`src/rtl/fmt_receiver.sv`:
```
// rtl/fmt_receiver.sv - packet receiver with length checking and FWFT packet buffer
module fmt_receiver #(
  parameter int DEPTH = 64
) (
  input  logic                     clk_i,
  input  logic                     rst_i,
  input  logic                     fmt_req_i,
  input  logic [1:0]               fmt_child_i,
  input  logic [5:0]               fmt_length_i,
  input  logic [31:0]              fmt_data_i,
  input  logic                     fmt_start_i,
  input  logic                     fmt_end_i,
  output logic                     fmt_grant_o,
  output logic [31:0]              out_data_o,
  output logic [1:0]               out_id_o,
  output logic                     out_sop_o,
  output logic                     out_eop_o,
  output logic                     out_valid_o,
  input  logic                     out_ready_i,
  output logic                     len_err_o,
  output logic [7:0]               err_cnt_o,
  output logic [$clog2(DEPTH):0]   free_o
);

  localparam int AW = $clog2(DEPTH);

  typedef enum logic [1:0] {IDLE, GRANT, RECV} state_t;

  state_t        state, state_nxt;
  logic [5:0]    len_q;
  logic [1:0]    id_q;
  logic          active_q;
  logic [5:0]    wcnt_q;
  logic [5:0]    wcnt_nxt;
  logic          len_err_q;
  logic [7:0]    err_cnt_q;

  logic [35:0]   mem [DEPTH];
  logic [AW-1:0] wr_ptr, rd_ptr;
  logic [AW:0]   count;
  logic [35:0]   head;

  logic          legal, hit, accept, illegal, wr_en, exit_pkt, rd_en, len_err_d, eop;

  assign legal    = (fmt_length_i == 6'd4) || (fmt_length_i == 6'd8) ||
                    (fmt_length_i == 6'd16) || (fmt_length_i == 6'd32);
  assign wcnt_nxt = fmt_start_i ? 6'd1 : wcnt_q + 6'd1;
  assign hit      = (wcnt_nxt == len_q);
  assign eop      = fmt_end_i | hit;
  // A packet closes on either its end marker or on reaching the granted length;
  // it is a mismatch whenever exactly one of the two happens on that word.
  assign len_err_d = illegal | (exit_pkt & (fmt_end_i ^ hit));

  // Next-state and per-cycle control decode
  always_comb begin
    state_nxt = state;
    accept    = 1'b0;
    illegal   = 1'b0;
    wr_en     = 1'b0;
    exit_pkt  = 1'b0;
    case (state)
      IDLE: begin
        if (fmt_req_i) begin
          if (!legal) begin
            illegal = 1'b1;
          end else if (free_o >= (AW + 1)'(fmt_length_i)) begin
            accept    = 1'b1;
            state_nxt = GRANT;
          end
        end
      end
      GRANT: state_nxt = RECV;
      RECV: begin
        if (fmt_start_i || active_q) begin
          wr_en = 1'b1;
          if (fmt_end_i || hit) begin
            exit_pkt  = 1'b1;
            state_nxt = IDLE;
          end
        end
      end
      default: state_nxt = IDLE;
    endcase
  end

  // FSM state, latched request fields, word counter and error reporting
  always_ff @(posedge clk_i or posedge rst_i) begin
    if (rst_i) begin
      state     <= IDLE;
      len_q     <= '0;
      id_q      <= '0;
      active_q  <= 1'b0;
      wcnt_q    <= '0;
      len_err_q <= 1'b0;
      err_cnt_q <= '0;
    end else begin
      state     <= state_nxt;
      len_err_q <= len_err_d;
      if (accept) begin
        len_q <= fmt_length_i;
        id_q  <= fmt_child_i;
      end
      if (exit_pkt) begin
        active_q <= 1'b0;
      end else if (wr_en) begin
        active_q <= 1'b1;
      end
      if (wr_en) begin
        wcnt_q <= wcnt_nxt;
      end
      if (len_err_d && err_cnt_q != 8'hFF) begin
        err_cnt_q <= err_cnt_q + 8'd1;
      end
    end
  end

  // Buffer storage; contents need no reset because outputs are gated by occupancy
  always_ff @(posedge clk_i) begin
    if (wr_en) begin
      mem[wr_ptr] <= {fmt_data_i, id_q, fmt_start_i, eop};
    end
  end

  assign rd_en = out_valid_o & out_ready_i;

  // Circular pointers and occupancy count
  always_ff @(posedge clk_i or posedge rst_i) begin
    if (rst_i) begin
      wr_ptr <= '0;
      rd_ptr <= '0;
      count  <= '0;
    end else begin
      if (wr_en) wr_ptr <= wr_ptr + 1'b1;
      if (rd_en) rd_ptr <= rd_ptr + 1'b1;
      case ({wr_en, rd_en})
        2'b10:   count <= count + 1'b1;
        2'b01:   count <= count - 1'b1;
        default: count <= count;
      endcase
    end
  end

  // Space is reserved at grant time, so a write into a full buffer means a logic bug
  always @(posedge clk_i) begin
    if (!rst_i) begin
      assert (!(wr_en && count == (AW + 1)'(DEPTH)));
    end
  end

  assign head        = mem[rd_ptr];
  assign out_valid_o = (count != '0);
  assign out_data_o  = out_valid_o ? head[35:4] : '0;
  assign out_id_o    = out_valid_o ? head[3:2]  : '0;
  assign out_sop_o   = out_valid_o & head[1];
  assign out_eop_o   = out_valid_o & head[0];
  assign free_o      = (AW + 1)'(DEPTH) - count;
  assign fmt_grant_o = (state == GRANT);
  assign len_err_o   = len_err_q;
  assign err_cnt_o   = err_cnt_q;

endmodule

```
`config.mk`:
```
export PLATFORM = sky130hd
export DESIGN_NAME = fmt_receiver
export DESIGN_NICKNAME = d
export VERILOG_FILES = /design/src/rtl/fmt_receiver.sv
export SDC_FILE = /design/constraint.sdc
export NUM_CORES = 2
export LEC_CHECK = 0
export ABC_CLOCK_PERIOD_IN_PS = 4500
export CAP_MARGIN = 15
export CORE_MARGIN = 2
export CORE_UTILIZATION = 62
export DETAILED_ROUTE_END_ITERATION = 6
export PLACE_DENSITY_LB_ADDON = 0.25
export SLEW_MARGIN = 20
export SYNTH_ARGS = -nofsm -noshare
export SYNTH_HDL_FRONTEND = slang
export SYNTH_SLANG_ARGS = --single-unit
```
`constraint.sdc`:
```
create_clock -name clk_i -period 4.5 [get_ports clk_i]
set_clock_uncertainty 0.2 [all_clocks]
set_input_delay 0.675 -clock clk_i [delete_from_list [all_inputs] [get_ports clk_i]]
set_output_delay 0.675 -clock clk_i [all_outputs]
set_load 0.01 [all_outputs]
```
==> summary.md <==
The startpoint identified for the worst hold timing path is fmt_data_i[22]. The leakage component of the power came out at 0.0342 µW. The xor and xnor area share after synthesis works out to 0.353%.

The cell internal power dissipation was 44700 µW; the post-DP HPWL was 142000 µm. The mux share of post-synthesis cell area was 15.2%. The first detailed-routing pass ran for 7 iterations. The row count was 140.

The tools report the critical path startpoint category as a flop. After the first detailed-routing iteration, the DRC count stood at 7968. The congestion estimate from routability-driven global placement came to 0.865.

The worst register-to-register path begins at count[3]. The slowest stage of the critical path is the sky130_fd_sc_hd__dfrtp_4 cell. The checks that failed: negative setup slack. For this run, the post-layout net count is 4697.

The tools report the overall routing resource usage as 36.6%. The ratio of total power to cell area came out at 620 nW/µm². The portion of total power attributed to combinational logic came out at 35.3%. The library cells used most frequently in the layout, excluding fill and tap cells, are sky130_fd_sc_hd__edfxtp_1 (2304), sky130_fd_sc_hd__mux4_2 (489), sky130_fd_sc_hd__buf_4 (269). Clock-pin slew was measured on the worst setup and hold paths at 70 ps.

Relative area change from synthesis to final layout: 17.3%. The fraction of final layout cells with drive strength greater than 1 came out at 30.5%. The floorplan step defined a die boundary enclosing 149000 µm².

The logs give 521 µV for the worst vdd rail ir drop and 7762 for the filler cell count in the final layout. Of all flip-flops after synthesis, the portion carrying an async set or reset was 1.92%. The final route contains 49200 vias.

The number of different library cells used by synthesis comes to 69. The worst setup path is captured at an output pin. Kind of cell adding the most delay to the critical path: buffers and inverters.

The tool flagged a number of max-cap violations equal to 0. The worst hold path belongs to the class in -> reg. The count of warnings emitted by yosys was 0; the power share of the sequential group was 37.9%.

The count of cells along the worst hold path was 1; the headroom to the max-slew limit was 24.7%. When the netlist entered floorplanning its net count stood at 4196. The achievable clock frequency was 0.218 GHz; the setup slack after layout was -85.8 ps. CTS built an H-tree with a depth of 4.

After Yosys synthesis, full adders, half adders and majority gates account for 0.285% of the synthesized area. Clock tree synthesis inserted a total of 218 buffers. The tools report the beginning of the critical path as rd_ptr[1]. The width of the chip is 386 µm. Number of primary I/O pins: 100. Setup repair after global routing could not meet its margin everywhere.

Core outline area: 145000 µm². Walking the worst path, the cells encountered are buf_4, buf_16, mux4_2, o22ai_2, nor2_1, nor2_1, o21ai_1, a22o_2, dlygate4sd2_1. Setup violations remaining at the end of the flow were counted as 9. Most frequent cell on the critical path: sky130_fd_sc_hd__nor2_1.

For this run, the share of the core covered by cells in the final layout is 73.0%. The tree is rooted in a sky130_fd_sc_hd__clkbuf_16. Final number of hold-violating endpoints: 0. The global-route wire length before repair came out at 370000 µm. After detailed routing, the number of remaining DRC violations is 0.

The run gives 21000 µW as the reported net switching power. The later pin in the worst-skew pair is clocked with a latency of 860 ps. Net switching is 31.9% of the power. Wires add up to 271000 µm. The number of pins with negative max-slew slack in the final report is 0, and the instance count of the mapped netlist is 4130. In this run, synthesis produced a sequential element count of 2349. Post-detailed-route count of antenna-violating nets: 0. Combinational family with the most area after synthesis: multiplexers.

Final hold analysis gives a worst-case slack of 7.87 ps. In this run the worst path has a maximum fanout of 31. The worst register-to-register path has a depth of 15. The count of buffer and inverter cells on the critical path was 3; the cell depth of the worst setup path was 9.

The multi-input logic area was 20400 µm². In the routed layout, each cell is associated on average with a via count of 7.30. Among all flip-flop cells after synthesis, the most frequent one is sky130_fd_sc_hd__edfxtp_1.

The worst setup path is of the reg -> out kind. The minimum clock period was 4590 ps. TritonCTS built the clock tree. The stage delay of the slowest cell on the critical path was 570 ps.

The per-cell routed wire length was 40.2 µm; the post-synthesis cell area was 90400 µm². The initial antenna violation count is 14, and the register area is 70300 µm². The tools report the pin count of the biggest net entering global routing as 69.

The commonest non-fill, non-tap cell in the layout was sky130_fd_sc_hd__edfxtp_1. Counting along the longest clock path gives a buffer depth of 3. The clock net in this run drives a total of 2349 sinks. Adding up every negative setup slack in the final design gives -376 ps. Effective utilization at floorplan: 62.3%. Post-synthesis average cell area: 21.9 µm². Sequential cells were found to cover 77.8% of the synthesized design area. The post-synthesis compound-gate area fraction is 3.57%. For this run the aggregate overflow at the end of global routing stands at 0. At the pin with the least slew margin, the transition time is 1130 ps. The clock network accounts for 26.9% of the total power.

The count of buffers added on input and output ports is 99. After layout, the worst path uses 102% of the clock period. The required time of the critical path came out at 3620 ps.

The fraction of the mapped netlist area in simple logic gates was 1.37%; the via count of the first global-routing pass was 48300. The chip height is 386 µm, and the number of enable-type register cells in the synthesized netlist is 2304. The run finished, with violations left.

Data on the critical path arrives at its endpoint at 3710 ps.
layout make-up:
class                      count  share of cell area, %
sequential                  2349                   66.4
tap                         1917                   2.26
multi-input combinational   1533                   19.2
antenna                        6                 0.0142
timing repair buffer         510                   5.73
clock buffer                 291                   5.49
clock inverter               118                  0.849
inverter                      19                 0.0720
layer usage:
layer	global-route usage [%]	wire (µm)
met1	48.6	87200
met2	55.6	126000
met3	10.8	41200
met4	18.9	16800
met5	0	85
metrics by stage:
step / total power (µW) / setup slack, ps / instances / area, µm²
after floorplan: 36400 / 649 / 4130 / 90400
after global placement: 43600 / -435 / 6188 / 95800
after detailed placement: 43800 / -144 / 6189 / 95800
after CTS: 64500 / -92.2 / 6711 / 105000
after global routing: 67100 / -76.1 / 6740 / 106000
final: 65700 / -85.8 / 6743 / 106000
synthesized netlist by cell type (all sizes together) (3+ instances only):
| library cell | instances | area, µm² |
|---|---|---|
| xnor2 | 24 | 218 |
| nand3 | 14 | 70.1 |
| nor4 | 3 | 18.8 |
| o22ai | 76 | 475 |
| dfrtp | 45 | 1130 |
| nor3 | 4 | 20.0 |
| a2111oi | 27 | 236 |
| or3 | 3 | 23.8 |
| or3b | 3 | 28.8 |
| nor3b | 6 | 45.0 |
| clkbuf | 73 | 274 |
| a22o | 36 | 315 |
| a21oi | 79 | 407 |
| nand2b | 11 | 68.8 |
| nand2 | 61 | 229 |
| a221oi | 5 | 43.8 |
| nor2b | 20 | 125 |
| nand3b | 5 | 37.5 |
| mux4 | 489 | 11000 |
| xor2 | 9 | 78.8 |
| mux2i | 259 | 2590 |
| o2bb2ai | 3 | 26.3 |
| ha | 19 | 238 |
| a41o | 3 | 30.0 |
| o221ai | 60 | 526 |
| a21o | 9 | 67.6 |
| a211oi | 59 | 448 |
| a22oi | 38 | 285 |
| nand4 | 9 | 56.3 |
| o21ai | 45 | 225 |
| inv | 19 | 71.3 |
| buf | 156 | 922 |
| nor2 | 106 | 398 |
| a211o | 3 | 26.3 |
| mux2 | 15 | 169 |
| edfxtp | 2304 | 69200 |
power by group through the flow:
| stage | sequential, µW | clock (µW) | combinational [µW] |
|---|---|---|---|
| 2_1_floorplan | 25100 | 0 | 11400 |
| 6_report | 24900 | 17600 | 23200 |
| 5_1_grt | 24900 | 18500 | 23700 |
| 3_5_place_dp | 25300 | 0 | 18500 |
| 4_1_cts | 24900 | 17600 | 22000 |
| 3_3_place_gp | 25300 | 0 | 18300 |
flip-flops by register name, summed over array words and instances (netlist names):
signal,count
rd_ptr,6
count,7
state,2
wr_ptr,6
id_q,2
wcnt_q,6
active_q,1
mem,2304
err_cnt_o,8
len_err_o,1
len_q,6
final timing paths:
check | endpoint | slack (ps)
max | out_id_o[0] | -90
min reg2reg | err_cnt_o[4] | 290
min | mem[58][26] | 8
max reg2reg | count[6] | 330
min in group asynchronous | err_cnt_o[5] | 90
max in group asynchronous | rd_ptr[0] | 3390
logic make-up (layout without fill, tap and decap cells):
| family | after synthesis | after routing |
|---|---|---|
| other cells | 0 | 6 |
| mux | 763 | 763 |
| flops | 2349 | 2349 |
| fa+ha+maj | 20 | 20 |
| buf+inv | 248 | 938 |
| xor+xnor | 34 | 34 |
| simple gates | 259 | 259 |
| compound gates | 457 | 457 |
timing repair:
action,4_1_cts,5_1_grt
pin swaps,43,12
endpoints found under the setup margin,36,27
gates cloned,29,3
hold buffers,1,0
resized for setup,333,54
hold endpoints to repair,4,0
buffers inserted,85,22
Power figures use the tool's default switching activity.
